**src/rtl/score_scan_display.sv**
```systemverilog
// score_scan_display
//   Score / best-score tracker for the ball game with a multiplexed
//   seven-segment driver.
//   Goals add (hard ? 2*inc : inc) to a BCD score, one digit per cycle, and
//   then the score is compared against the best score. A lose pulse or a
//   stopped game clears the score. Both fields are scanned one digit per
//   SCAN_DIV cycles onto a shared select/segment bus.
// Ports:
//   clk, rst      : clock, asynchronous active-high reset
//   start         : level, game running
//   lose, goal    : single-cycle event pulses
//   hard          : level, double points
//   inc           : bar speed, sampled with goal
//   score_bcd     : current score, digit 0 in the LSBs
//   best_bcd      : best score
//   busy          : add/compare in progress
//   drop          : sticky, a goal was discarded
//   select        : one-hot digit enable (polarity from SEG_ACTIVE_LOW)
//   seg           : segments {g,f,e,d,c,b,a} (polarity from SEG_ACTIVE_LOW)
module score_scan_display #(
  parameter int SCORE_DIGITS   = 4,
  parameter int BEST_DIGITS    = 4,
  parameter int INC_W          = 4,
  parameter int SCAN_DIV       = 512,
  parameter int SEG_ACTIVE_LOW = 1,
  parameter int BLANK_LEADING  = 1
) (
  input  logic                                 clk,
  input  logic                                 rst,
  input  logic                                 start,
  input  logic                                 lose,
  input  logic                                 goal,
  input  logic                                 hard,
  input  logic [INC_W-1:0]                     inc,
  output logic [4*SCORE_DIGITS-1:0]            score_bcd,
  output logic [4*BEST_DIGITS-1:0]             best_bcd,
  output logic                                 busy,
  output logic                                 drop,
  output logic [SCORE_DIGITS+BEST_DIGITS-1:0]  select,
  output logic [6:0]                           seg
);

  localparam int N     = SCORE_DIGITS + BEST_DIGITS;
  localparam int SW    = 4 * SCORE_DIGITS;
  localparam int BW    = 4 * BEST_DIGITS;
  localparam int MW    = (SW > BW) ? SW : BW;
  localparam int DIV_W = $clog2(SCAN_DIV);
  localparam int IDX_W = $clog2(N);
  localparam int DIG_W = (SCORE_DIGITS > 1) ? $clog2(SCORE_DIGITS) : 1;

  localparam logic [SW-1:0] ALL9_S  = {SCORE_DIGITS{4'h9}};
  localparam logic [BW-1:0] ALL9_B  = {BEST_DIGITS{4'h9}};
  localparam logic [N-1:0]  SEL_OFF = (SEG_ACTIVE_LOW != 0) ? {N{1'b1}} : {N{1'b0}};
  localparam logic [6:0]    SEG_OFF = (SEG_ACTIVE_LOW != 0) ? 7'h7F : 7'h00;

  typedef enum logic [1:0] {
    IDLE = 2'd0,
    ADD  = 2'd1,
    CMP  = 2'd2
  } state_t;

  // Active-high segment pattern {g,f,e,d,c,b,a}; non-BCD codes show a dash.
  function automatic logic [6:0] seg_decode(input logic [3:0] d, input logic blank);
    logic [6:0] p;
    if (blank) begin
      p = 7'h00;
    end else begin
      case (d)
        4'd0:    p = 7'h3F;
        4'd1:    p = 7'h06;
        4'd2:    p = 7'h5B;
        4'd3:    p = 7'h4F;
        4'd4:    p = 7'h66;
        4'd5:    p = 7'h6D;
        4'd6:    p = 7'h7D;
        4'd7:    p = 7'h07;
        4'd8:    p = 7'h7F;
        4'd9:    p = 7'h6F;
        default: p = 7'h40;
      endcase
    end
    return p;
  endfunction

  // Binary 0..99 to two BCD digits {tens, ones}.
  function automatic logic [7:0] bin_to_bcd2(input logic [7:0] v);
    logic [7:0] tens;
    logic [7:0] ones;
    tens = v / 8'd10;
    ones = v - (tens * 8'd10);
    return {tens[3:0], ones[3:0]};
  endfunction

  state_t           state_q, state_d;
  logic [SW-1:0]    score_q, score_d;
  logic [SW-1:0]    acc_q, acc_d;
  logic [BW-1:0]    best_q, best_d;
  logic [7:0]       amt_q, amt_d;
  logic [DIG_W-1:0] dig_q, dig_d;
  logic             carry_q, carry_d;
  logic             pending_q, pending_d;
  logic             drop_q, drop_d;
  logic             busy_q, busy_d;
  logic [DIV_W-1:0] div_q, div_d;
  logic [IDX_W-1:0] idx_q, idx_d;
  logic [N-1:0]     select_q, select_d;
  logic [6:0]       seg_q, seg_d;

  logic             clear_s;
  logic [INC_W:0]   amt_raw_s;
  logic [7:0]       amt_bcd_s;
  logic [3:0]       cur_dig_s;
  logic [3:0]       addend_s;
  logic [4:0]       sum_s;
  logic [3:0]       new_dig_s;
  logic             carry_out_s;
  logic             overflow_s;
  logic             last_dig_s;
  logic [MW-1:0]    score_ext_s;
  logic [MW-1:0]    best_ext_s;
  logic             lz_s;
  logic [3:0]       disp_dig_s [N];
  logic             disp_blank_s [N];
  logic [N-1:0]     onehot_s;
  logic [6:0]       pat_s;

  // Clear condition and the BCD amount for a goal accepted this cycle.
  always_comb begin
    clear_s = lose | ~start;
    if (hard) begin
      amt_raw_s = {inc, 1'b0};
    end else begin
      amt_raw_s = {1'b0, inc};
    end
    amt_bcd_s = bin_to_bcd2(8'(amt_raw_s));
  end

  // One-digit decimal adder for the digit selected by dig_q.
  always_comb begin
    cur_dig_s = 4'd0;
    for (int i = 0; i < SCORE_DIGITS; i++) begin
      if (dig_q == DIG_W'(i)) begin
        cur_dig_s = score_q[4*i +: 4];
      end else begin
        cur_dig_s = cur_dig_s;
      end
    end
    // Only the two lowest digits receive amount digits; higher ones just ripple the carry.
    if (dig_q == DIG_W'(0)) begin
      addend_s = amt_q[3:0];
    end else if (dig_q == DIG_W'(1)) begin
      addend_s = amt_q[7:4];
    end else begin
      addend_s = 4'd0;
    end
    sum_s = 5'(cur_dig_s) + 5'(addend_s) + 5'(carry_q);
    if (sum_s > 5'd9) begin
      new_dig_s   = 4'(sum_s - 5'd10);
      carry_out_s = 1'b1;
    end else begin
      new_dig_s   = sum_s[3:0];
      carry_out_s = 1'b0;
    end
    // A one-digit score cannot absorb a non-zero tens digit at all.
    overflow_s = carry_out_s | ((SCORE_DIGITS == 1) && (amt_q[7:4] != 4'd0));
    last_dig_s = (dig_q == DIG_W'(SCORE_DIGITS - 1));
    score_ext_s = MW'(score_q);
    best_ext_s  = MW'(best_q);
  end

  // Game FSM: accept goals, ripple the add through the digits, update best.
  always_comb begin
    state_d   = state_q;
    score_d   = score_q;
    acc_d     = acc_q;
    best_d    = best_q;
    amt_d     = amt_q;
    dig_d     = dig_q;
    carry_d   = carry_q;
    pending_d = pending_q;
    drop_d    = drop_q;
    if (clear_s) begin
      state_d   = IDLE;
      score_d   = {SW{1'b0}};
      pending_d = 1'b0;
      dig_d     = {DIG_W{1'b0}};
      carry_d   = 1'b0;
    end else begin
      case (state_q)
        IDLE: begin
          if (goal || pending_q) begin
            amt_d     = amt_bcd_s;
            dig_d     = {DIG_W{1'b0}};
            carry_d   = 1'b0;
            state_d   = ADD;
            // A goal arriving while a pending one is replayed becomes the new pending.
            pending_d = goal & pending_q;
          end else begin
            state_d = IDLE;
          end
        end
        ADD: begin
          for (int i = 0; i < SCORE_DIGITS; i++) begin
            if (dig_q == DIG_W'(i)) begin
              acc_d[4*i +: 4] = new_dig_s;
            end else begin
              acc_d[4*i +: 4] = acc_q[4*i +: 4];
            end
          end
          carry_d = carry_out_s;
          // The score is published in one step once the top digit is done.
          if (last_dig_s) begin
            state_d = CMP;
            if (overflow_s) begin
              score_d = ALL9_S;
            end else begin
              score_d = acc_d;
            end
          end else begin
            dig_d = dig_q + DIG_W'(1);
          end
        end
        CMP: begin
          if (score_ext_s > best_ext_s) begin
            if (score_ext_s > MW'(ALL9_B)) begin
              best_d = ALL9_B;
            end else begin
              best_d = score_ext_s[BW-1:0];
            end
          end else begin
            best_d = best_q;
          end
          state_d = IDLE;
        end
        default: begin
          state_d = IDLE;
        end
      endcase
      // Goals while busy: one deep pending slot, overflow is recorded as a drop.
      if (goal && (state_q != IDLE)) begin
        if (pending_q) begin
          drop_d = 1'b1;
        end else begin
          pending_d = 1'b1;
        end
      end else begin
        drop_d = drop_q;
      end
    end
    busy_d = (state_d != IDLE);
  end

  // Scan divider and digit index.
  always_comb begin
    if (div_q == DIV_W'(SCAN_DIV - 1)) begin
      div_d = {DIV_W{1'b0}};
      if (idx_q == IDX_W'(N - 1)) begin
        idx_d = {IDX_W{1'b0}};
      end else begin
        idx_d = idx_q + IDX_W'(1);
      end
    end else begin
      div_d = div_q + DIV_W'(1);
      idx_d = idx_q;
    end
  end

  // Digit selection, leading-zero blanking and segment decode.
  always_comb begin
    lz_s = 1'b1;
    for (int i = SCORE_DIGITS - 1; i >= 0; i--) begin
      lz_s = lz_s & (score_q[4*i +: 4] == 4'd0);
      disp_dig_s[i]   = score_q[4*i +: 4];
      disp_blank_s[i] = (BLANK_LEADING != 0) && (i != 0) && lz_s;
    end
    lz_s = 1'b1;
    for (int i = BEST_DIGITS - 1; i >= 0; i--) begin
      lz_s = lz_s & (best_q[4*i +: 4] == 4'd0);
      disp_dig_s[SCORE_DIGITS + i]   = best_q[4*i +: 4];
      disp_blank_s[SCORE_DIGITS + i] = (BLANK_LEADING != 0) && (i != 0) && lz_s;
    end
    onehot_s = {{(N-1){1'b0}}, 1'b1} << idx_q;
    pat_s    = seg_decode(disp_dig_s[idx_q], disp_blank_s[idx_q]);
    if (SEG_ACTIVE_LOW != 0) begin
      select_d = ~onehot_s;
      seg_d    = ~pat_s;
    end else begin
      select_d = onehot_s;
      seg_d    = pat_s;
    end
  end

  // Game state registers.
  always_ff @(posedge clk or posedge rst) begin
    if (rst) begin
      state_q   <= IDLE;
      score_q   <= {SW{1'b0}};
      acc_q     <= {SW{1'b0}};
      best_q    <= {BW{1'b0}};
      amt_q     <= 8'd0;
      dig_q     <= {DIG_W{1'b0}};
      carry_q   <= 1'b0;
      pending_q <= 1'b0;
      drop_q    <= 1'b0;
      busy_q    <= 1'b0;
    end else begin
      state_q   <= state_d;
      score_q   <= score_d;
      acc_q     <= acc_d;
      best_q    <= best_d;
      amt_q     <= amt_d;
      dig_q     <= dig_d;
      carry_q   <= carry_d;
      pending_q <= pending_d;
      drop_q    <= drop_d;
      busy_q    <= busy_d;
    end
  end

  // Scan registers; select and seg share one register stage so they switch together.
  always_ff @(posedge clk or posedge rst) begin
    if (rst) begin
      div_q    <= {DIV_W{1'b0}};
      idx_q    <= {IDX_W{1'b0}};
      select_q <= SEL_OFF;
      seg_q    <= SEG_OFF;
    end else begin
      div_q    <= div_d;
      idx_q    <= idx_d;
      select_q <= select_d;
      seg_q    <= seg_d;
    end
  end

  assign score_bcd = score_q;
  assign best_bcd  = best_q;
  assign busy      = busy_q;
  assign drop      = drop_q;
  assign select    = select_q;
  assign seg       = seg_q;

endmodule

```
**config.mk**
```make
export PLATFORM = sky130hd
export DESIGN_NAME = score_scan_display
export DESIGN_NICKNAME = d
export VERILOG_FILES = /design/src/rtl/score_scan_display.sv
export SDC_FILE = /design/constraint.sdc
export NUM_CORES = 1
export LEC_CHECK = 0
export CORE_MARGIN = 5
export CORE_UTILIZATION = 60
export CTS_CLUSTER_DIAMETER = 80
export DETAILED_ROUTE_END_ITERATION = 12
export PLACE_DENSITY = 0.91
export RECOVER_POWER = 50
export SLEW_MARGIN = 20
export SYNTH_ARGS = -nofsm -noshare
export SYNTH_HDL_FRONTEND = slang
export SYNTH_SLANG_ARGS = --single-unit
```
**constraint.sdc**
```tcl
create_clock -name clk -period 5.3 [get_ports clk]
set_input_delay 1.325 -clock clk [delete_from_list [all_inputs] [get_ports clk]]
set_output_delay 1.325 -clock clk [all_outputs]
set_load 0.005 [all_outputs]
```
# Yosys cells after proc, flatten, opt, wreduce, memory -nomap -nowiden
# Memories as Yosys holds them, arrays and structs flattened.
# Cells that the tools add are included.
# totals
regBits,91
n_memories,1
output_inout_bits,49
elab_cells,114
mem_bits_ro,112
input_bits,10
# classes
magnitude_cmp,4
mul,1
eq_ne,9
n_addsub,7
div,1
mux,43
bitwise_logic,11
shifts,1
reduce_logical,22
# mem_list
name,words,word_bits,read_ports,rd_clocked_by_memory_dff,wr,line_no,rtl
(name not given),16,7,1,0,0,68,case (d)
# op_table
operator,n
$mux 16,5
$mux 4,13
$logic_not 4->1,6
$gt 16x16->1,1
$gt 16x16->1 const B,1
$bmux 4 s3,1
$reduce_and 3->1,4
$mux 1,11
$mux 2,5
$add 9x1->9 const B,1
$eq 9x9->1 const B,1
$mux 9,1
$div 5x4->8 const B,1
$mul 8x3->3 const B,1
$not 8->8,1
$pmux 2 s2,2
$reduce_bool 2->1,4
$shl 1x3->8 const A,1
$mux 7,1
$not 7->7,1
$eq 2x2->1 const B,3
$ne 3x3->1 const B,2
$reduce_and 2->1,3
$add 4x4->5,1
other kinds (21),28

# Depth between registers and ports, before layout
# Gate-level depths: netlist of run 1.
# depth
depth_word,14
mapped_depth,16
depth_no_buf,15

# Least setup slack after synthesis of run 1
# OpenSTA, ideal clock, no wires.
# synth_path
kind,input to register
from,input hard
to,register amt_q[3]
path_buffers,1
slack_ps,1575
arrival_ps,3590
cell_stages,11
t_required_ps,5165
setup_ps,135
path_cell_list,clkbuf_1 mux2_2 ha_1 a221o_1 inv_1 ha_1 inv_1 fa_1 xnor2_1 xnor2_1 o21ai_0
# synth_via
elab_chain_len,4
# synth_rtl
item,line_no,rtl
"start, declared",33,"input logic hard,"
$mux 5,130,if (hard) begin
$div 5x4->8,89,tens = v / 8'd10;
via amt_bcd_s[4],111,logic [7:0] amt_bcd_s;
$mul 8x3->3,90,ones = v - (tens * 8'd10);
$sub 4x4->4,90,
"end signal, assigned",311,amt_q <= amt_d;
"end, declared",98,"logic [7:0] amt_q, amt_d;"
# The timed path passes the listed nets, and every way through them passes these cells.
# A chain may end at the register's enable or synchronous reset.

# Worst setup path in the final report of run 1
# layout_path
from,register dig_q[0]
to,"register score_q[2], in the netlist score_bcd[2]"
# layout_via
elab_chain_len,14
elab_cells_between_ends,23
cone_classes,3 x add/sub; 1 x order compare; 3 x eq/ne; 13 x mux; 3 x reduce/logical
# layout_rtl
item,line_no,rtl
"start, declared",99,"logic [DIG_W-1:0] dig_q, dig_d;"
"start signal, assigned",301,dig_q <= {DIG_W{1'b0}};
"start signal, assigned",312,dig_q <= dig_d;
$logic_not 2->1,"142, 149, 204",
$mux 4 (4 in a row),142,if (dig_q == DIG_W'(i)) begin
$add 4x4->5,156,sum_s = 5'(cur_dig_s) + 5'(addend_s) + 5'(carry_q);
$add 5x1->5,156,
$sub 4x4->4 or $gt 5x4->1 (tied branches),"158, 157",
$mux 4,157,if (sum_s > 5'd9) begin
$mux 4,204,if (dig_q == DIG_W'(i)) begin
$mux 16,214,if (overflow_s) begin
$mux 16,212,if (last_dig_s) begin
$mux 16,189,case (state_q)
$mux 16,182,if (clear_s) begin
"end signal, assigned",297,score_q <= {SW{1'b0}};
"end signal, assigned",308,score_q <= score_d;
"end, declared",95,"logic [SW-1:0] score_q, score_d;"
# Several ways; a longest one is shown, not always the timed one. The select of a mux whose other input is x is not followed.

==> run_results.csv, run 1 <==
group,metric,value,unit
status,status,"finished with violations",
status,violations,"max-capacitance violations, max-slew violations",
layout,fin_area,5890,um2
placement,gp_congestion,0.872,
synthesis,netlist_area,4990,um2
hold_path,hp-class,"flip-flop to flip-flop",
layout,post-route-util,0.720,
clock_network,cts_resized,0,
setup_path,cp_num_cells,14,
global_routing,grt_pass1_vias,4202,
timing,tightest_slew,2.43,ns
timing,finClkSkew,0.0114,ns
setup_path,reg2reg_from,"dig_q[0]$_DFFE_PP0P_",
setup_path,crit_family,"adder cells",
synthesis,synthFlopType,"dfrtp_1",
setup_path,slowest_delay,0.61,ns
drt,vias,4157,
pwr,switchingPower,0.384,mW
setup_path,crit_arrival,4.30,ns
pwr,power_frac_clock,0.405,
setup_path,crit_fanout,17,
placement,placed_cell_area,5640,um2
placement,dp_slack,0.972,ns
setup_path,endpoint,"score_bcd[2]$_DFFE_PP0P_",
floorplanning,die_x,101,um
drt,routed_wl,12.4,mm
clock_network,cts.sinks,85,
timing,fin_ws,1.28,ns
floorplanning,pin_count,59,
floorplanning,dieArea,10200,um2
setup_path,crit_buf_inv,1,
synthesis,muxShareOfSynthArea,0.0778,
setup_path,critPathLaunch,"dig_q[0]$_DFFE_PP0P_",
drt,antenna_left,0,
floorplanning,core,8180,um2
pwr,swShare,0.266,
setup_path,r2r_slack,1.28,ns
clock_network,insertion_delay,0.37,ns
synthesis,yosysUniqueCellTypes,63,
synthesis,ys_seq_area_frac,0.430,
clock_network,cts_buffer_depth,2,
timing,fin_crit,4.02,ns
timing,slew_viol_final,58,
synthesis,netlist_instances,504,
setup_path,startpoint_type,"flip-flop",
synthesis,synthAdderAreaFrac,0.110,
global_routing,grt_max_degree,58,
pwr,ir_worst_vdd,140,uV
setup_path,critPathSlowestCell,"ha_1",
timing,slew_headroom,-0.630,
drt,wl_per_cell,18.6,um
pwr,leakage,2.68,nW
drt,drc,0,
clock_network,clkTransAtPathRegs,0.10,ns
timing,hold_viol,0,
setup_path,regToRegEndpoint,"score_bcd[2]$_DFFE_PP0P_",
synthesis,synth_top_family_by_area,"compound AO/OA/AOI/OAI gates",
synthesis,async_flop_share,1.00,
timing,rsz0062_at_grt,"false",
timing,setup-violations-final,0,
global_routing,grt-ovfl-total,0,
setup_path,r2r_cells,14,
timing,fmaxAchievable,249,MHz
pwr,internal-power,1.06,mW
pwr,power_frac_seq,0.476,
clock_network,h-tree-depth,3,
setup_path,crit_type,"flip-flop to flip-flop",
timing,post-route-period-util,0.758,
global_routing,grt_pass1_wl,20.5,mm
global_routing,grtUsageTotal,0.253,
setup_path,setup.worst_path.end_class,"flip-flop",
drt,drt-pass1-iter-count,5,
drt,avgViaCountPerCell,6.21,
layout,drive_gt1_frac,0.0957,
synthesis,syn-num-nets,556,
synthesis,synth-seq-cells,85,
placement,io_buffers,58,
layout,synthToLayoutAreaGrowth,18.0,%
setup_path,cpMostUsedCell,"a21oi_1",
floorplanning,rows,33,
clock_network,root_buffer,"clkbuf_8",
clock_network,cts_tree,"built",
clock_network,postCtsSetupRepairBufs,0,
synthesis,synth_edf_count,0,
timing,tns,0,ns
synthesis,synth_compound_gate_area_share,0.162,
global_routing,antenna_found_initial,0,
setup_path,cp_data_required_time,5.58,ns
layout,fin_nets,611,
synthesis,yosys_warnings,0,
floorplanning,start_util,0.610,
pwr,power.density,245,nW/um2
placement,dp.final_hpwl,8.93,mm
timing,hold_slack,0.462,ns
synthesis,avgSynthCellArea,9.90,um2
setup_path,crit_chain,"inv_1 > ha_1 > nand3b_1 > a21oi_1 > a21oi_1 > nor2_1 > a21oi_1 > fa_1 > fa_1 > xor2_1 > and2_1 > o21a_1 > nand2_1 > o21ai_0",
floorplanning,die_y,101,um
flow_run,maxCapViolations,1,
synthesis,yosys.area_share.simple,0.156,
synthesis,synthXorXnorAreaFrac,0.0191,
clock_network,postCtsHoldBufs,0,
layout,diodes,0,
clock_network,cts-buffers-inserted,9,
drt,drtIter0Drc,237,
pwr,power_frac_comb,0.119,
-- cell families after synthesis --
| family | after synthesis |
|---|---|
| flops | 85 |
| mux | 25 |
| xor+xnor | 10 |
| simple gates | 158 |
| compound gates | 129 |
| fa+ha+maj | 42 |
| buf+inv | 55 |
-- flip-flops by register name, indices dropped and copies added, names as in the netlist --
signal,flops
acc_q,12
best_bcd,16
state_q,2
div_q,9
idx_q,3
select,8
pending_q,1
carry_q,1
amt_q,6
dig_q,2
drop,1
score_bcd,16
busy,1
seg,7
-- cell usage in the layout, fill, tap and decap left out, types with 7 or more instances in the layout --
cell type and instances:
inv_1 36, mux2i_1 11, clkdlybuf4s50_1 56, nand2_1 62, a21oi_1 35, nor3_1 9, nor2_1 34, o21ai_0 38
nor2b_1 7, mux4_1 7, dfstp_2 15, a31oi_1 8, nand3_1 7, clkbuf_8 9, and2_1 7, dfrtp_1 70
ha_1 39
-- final cells by class --
| cell class | count | area, um2 |
|---|---|---|
| multi-input cells | 364 | 2610 |
| clock buffers | 9 | 124 |
| flip-flops and latches | 85 | 2150 |
| well taps | 105 | 131 |
| repair buffers | 60 | 592 |
| fillers | 587 | 2290 |
| clock inverters | 7 | 130 |
| inverters | 39 | 149 |
-- cells in the mapped netlist (2+ instances only) --
| master | instances | area, um2 |
|---|---|---|
| dfrtp_1 | 70 | 1750 |
| nand2_1 | 62 | 233 |
| ha_1 | 39 | 488 |
| o21ai_0 | 38 | 190 |
| inv_1 | 37 | 139 |
| a21oi_1 | 35 | 175 |
| nor2_1 | 34 | 128 |
| dfstp_2 | 15 | 394 |
| clkbuf_1 | 12 | 45.0 |
| mux2i_1 | 11 | 110 |
| nor3_1 | 9 | 45.0 |
| a31oi_1 | 8 | 50.1 |
| and2_1 | 7 | 43.8 |
| mux4_1 | 7 | 184 |
| nand3_1 | 7 | 35.0 |
| nor2b_1 | 7 | 43.8 |
| a22o_1 | 6 | 52.6 |
| a2bb2oi_1 | 6 | 52.6 |
| o211ai_1 | 6 | 45.0 |
| o22ai_1 | 6 | 37.5 |
| and3_1 | 5 | 31.3 |
| mux2_2 | 5 | 56.3 |
| nor4_1 | 5 | 31.3 |
| xnor2_1 | 5 | 43.8 |
| nand3b_1 | 4 | 30.0 |
| nand4_1 | 4 | 25.0 |
| o21ai_1 | 4 | 20.0 |
| xor2_1 | 4 | 35.0 |
| a21o_1 | 3 | 22.5 |
| fa_1 | 3 | 60.1 |
| nand2b_1 | 3 | 18.8 |
| o21a_1 | 3 | 22.5 |
| buf_6 | 2 | 22.5 |
| o31ai_1 | 2 | 15.0 |
| or2_1 | 2 | 12.5 |
-- through the flow --
| step | total power [mW] | std cells |
|---|---|---|
| after floorplan | 0.817 | 504 |
| after global placement | 0.854 | 653 |
| after detailed placement | 0.865 | 653 |
| after CTS | 1.44 | 669 |
| after global routing | 1.49 | 669 |
| final | 1.44 | 669 |
-- worst min-delay path by stage --
stage	from	cells after the start	slack (ns)	endpoint
6_report	div_q[0]$_DFF_PP0_	1	0.46	div_q[0]$_DFF_PP0_
3_3_place_gp	div_q[0]$_DFF_PP0_	1	0.43	div_q[0]$_DFF_PP0_
3_5_place_dp	div_q[0]$_DFF_PP0_	1	0.45	div_q[0]$_DFF_PP0_
2_1_floorplan	div_q[0]$_DFF_PP0_	1	0.42	div_q[0]$_DFF_PP0_
5_1_grt	div_q[0]$_DFF_PP0_	1	0.47	div_q[0]$_DFF_PP0_
4_1_cts	div_q[0]$_DFF_PP0_	1	0.46	div_q[0]$_DFF_PP0_
-- power groups by stage --
stage	Clock, mW	Sequential [mW]	Combinational (mW)
6_report	0.583	0.686	0.172
5_1_grt	0.612	0.688	0.191
4_1_cts	0.587	0.685	0.170
3_5_place_dp	0	0.698	0.168
3_3_place_gp	0	0.696	0.158
2_1_floorplan	0	0.694	0.123
-- layer usage --
metal,global-route usage,vias up,share of wire
met5,0,-,0
met4,0.111,0,0.033
met3,0.0482,45,0.086
met2,0.435,227,0.50
met1,0.310,1994,0.38
li1,-,1891,-
No activity file was read; power rests on OpenSTA's default activity.
==> inputs of run 2 (changes only) <==
CORE_UTILIZATION = 56   (was 60)
PLACE_DENSITY = 0.86   (was 0.91)
clock period = 4 ns   (was 5.3 ns; I/O delays follow)
==> run_results.csv, run 2 (same netlist as run 1, synthesis figures left out) <==
group,metric,value,unit
status,status,"finished with violations",
status,violations,"max-capacitance violations, max-slew violations",
clock_network,cts_resized,0,
pwr,power_frac_seq,0.516,
drt,antenna_left,0,
layout,layout.cells.non_filler,676,
timing,rsz0062_at_grt,"false",
timing,slew_headroom,-0.122,
layout,fin_nets,615,
pwr,internal-power,1.27,mW
drt,vias,4044,
layout,final_cell_mix,"dfrtp_1 (70), nand2_1 (62), clkdlybuf4s50_1 (56)",
global_routing,antenna_found_initial,0,
clock_network,cts.sinks,85,
pwr,leakage,2.66,nW
setup_path,setup.worst_path.end_class,"flip-flop",
timing,fmaxAchievable,278,MHz
timing,slew_viol_final,40,
timing,tns,0,ns
timing,finClkSkew,0.0105,ns
clock_network,postCtsHoldBufs,0,
floorplanning,core,8720,um2
layout,drive_gt1_frac,0.100,
clock_network,postCtsSetupRepairBufs,0,
global_routing,grt_pass1_wl,19.7,mm
clock_network,h-tree-depth,3,
global_routing,grt_max_degree,40,
floorplanning,rows,34,
layout,post-route-util,0.672,
floorplanning,die_y,104,um
clock_network,cts-buffers-inserted,9,
placement,placed_cell_area,5670,um2
pwr,ir_worst_vdd,235,uV
timing,hold_viol,0,
flow_run,maxCapViolations,1,
global_routing,grt-ovfl-total,0,
pwr,switchingPower,0.492,mW
drt,routed_wl,11.7,mm
floorplanning,dieArea,10900,um2
pwr,finalPower,1.76,mW
layout,diodes,0,
setup_path,critPathLaunch,"dig_q[1]$_DFFE_PP0P_",
timing,tightest_slew,1.67,ns
setup_path,cp_data_required_time,4.28,ns
timing,fin_ws,0.402,ns
clock_network,cts_buffer_depth,2,
pwr,power.density,301,nW/um2
timing,setup-violations-final,0,
floorplanning,pin_count,59,
drt,drc,0,
floorplanning,start_util,0.572,
placement,gp_congestion,0.886,
setup_path,crit_arrival,3.88,ns
timing,fin_crit,3.60,ns
placement,placed_cells,660,
placement,dp_slack,0.231,ns
setup_path,regToRegEndpoint,"score_bcd[6]$_DFFE_PP0P_",
layout,fin_area,5860,um2
setup_path,startpoint_type,"flip-flop",
pwr,power_frac_comb,0.125,
setup_path,r2r_slack,0.40,ns
clock_network,cts_tree,"built",
floorplanning,die_x,104,um
setup_path,crit_type,"flip-flop to flip-flop",
drt,wl_per_cell,17.4,um
timing,hold_slack,0.464,ns
setup_path,reg2reg_from,"dig_q[1]$_DFFE_PP0P_",
clock_network,root_buffer,"clkbuf_8",
setup_path,endpoint,"score_bcd[6]$_DFFE_PP0P_",
global_routing,grtUsageTotal,0.220,
timing,post-route-period-util,0.900,
drt,avgViaCountPerCell,5.98,
setup_path,r2r_cells,14,
setup_path,crit_fanout,8,
global_routing,grt_pass1_vias,4064,
layout,synthToLayoutAreaGrowth,17.6,%
placement,io_buffers,58,
drt,drtIter0Drc,215,
hold_path,hp-class,"flip-flop to flip-flop",
placement,dp.final_hpwl,8.77,mm
pwr,power_frac_clock,0.359,
pwr,swShare,0.279,
clock_network,insertion_delay,0.36,ns
clock_network,clkTransAtPathRegs,0.09,ns
drt,drt-pass1-iter-count,5,
layout,layout_commonest_cell,"dfrtp_1",
[run 2: cell types whose count changed in the layout (fill, tap and decap cells not counted), sizes merged]
cell,previous run,this run
buf,1,3
bufinv,3,1
clkbuf,10,12
clkinvlp,1,3
[run 2: worst min path at each step]
| stage | startpoint | endpoint | slack, ns | cells after the start |
|---|---|---|---|---|
| 2_1_floorplan | div_q[0]$_DFF_PP0_ | div_q[0]$_DFF_PP0_ | 0.42 | 1 |
| 3_3_place_gp | div_q[0]$_DFF_PP0_ | div_q[0]$_DFF_PP0_ | 0.43 | 1 |
| 3_5_place_dp | div_q[0]$_DFF_PP0_ | div_q[0]$_DFF_PP0_ | 0.46 | 1 |
| 4_1_cts | div_q[0]$_DFF_PP0_ | div_q[0]$_DFF_PP0_ | 0.47 | 1 |
| 5_1_grt | div_q[0]$_DFF_PP0_ | div_q[0]$_DFF_PP0_ | 0.50 | 1 |
| 6_report | div_q[0]$_DFF_PP0_ | div_q[0]$_DFF_PP0_ | 0.46 | 1 |
[run 2: routing by layer]
layer  track usage  vias up  part of all wire
li1              -     1908                 -
met1         0.289     1932              0.42
met2         0.370      188              0.49
met3        0.0360       16             0.080
met4        0.0685        0             0.013
met5             0        -                 0
[run 2: critical path, cell delays in order, from the launching register on]
cell and delay [ns]:
dfrtp_1 0.41, inv_1 0.08, ha_1 0.31, nand3b_1 0.22, a21oi_1 0.18, a21oi_1 0.08
nor2_1 0.13, a21oi_1 0.07, fa_1 0.45, fa_1 0.44, xor2_1 0.23, and2_1 0.22
o21a_1 0.28, nand2_1 0.19, o21ai_0 0.20
[run 2: power by group through the flow]
stage	sequential [mW]	combinational, mW	clock (mW)
floorplan	0.919	0.163	0
global placement	0.924	0.213	0
detailed placement	0.925	0.222	0
CTS	0.909	0.223	0.643
global route	0.913	0.250	0.677
finish	0.909	0.220	0.633
[run 2: area by class of cell]
class	count	area (um2)
Sequential cell	85	2150
Clock buffer	9	124
Timing Repair Buffer	64	616
Inverter	39	149
Clock inverter	7	80.1
Fill cell	665	2860
Multi-Input combinational cell	364	2610
Tap cell	108	135
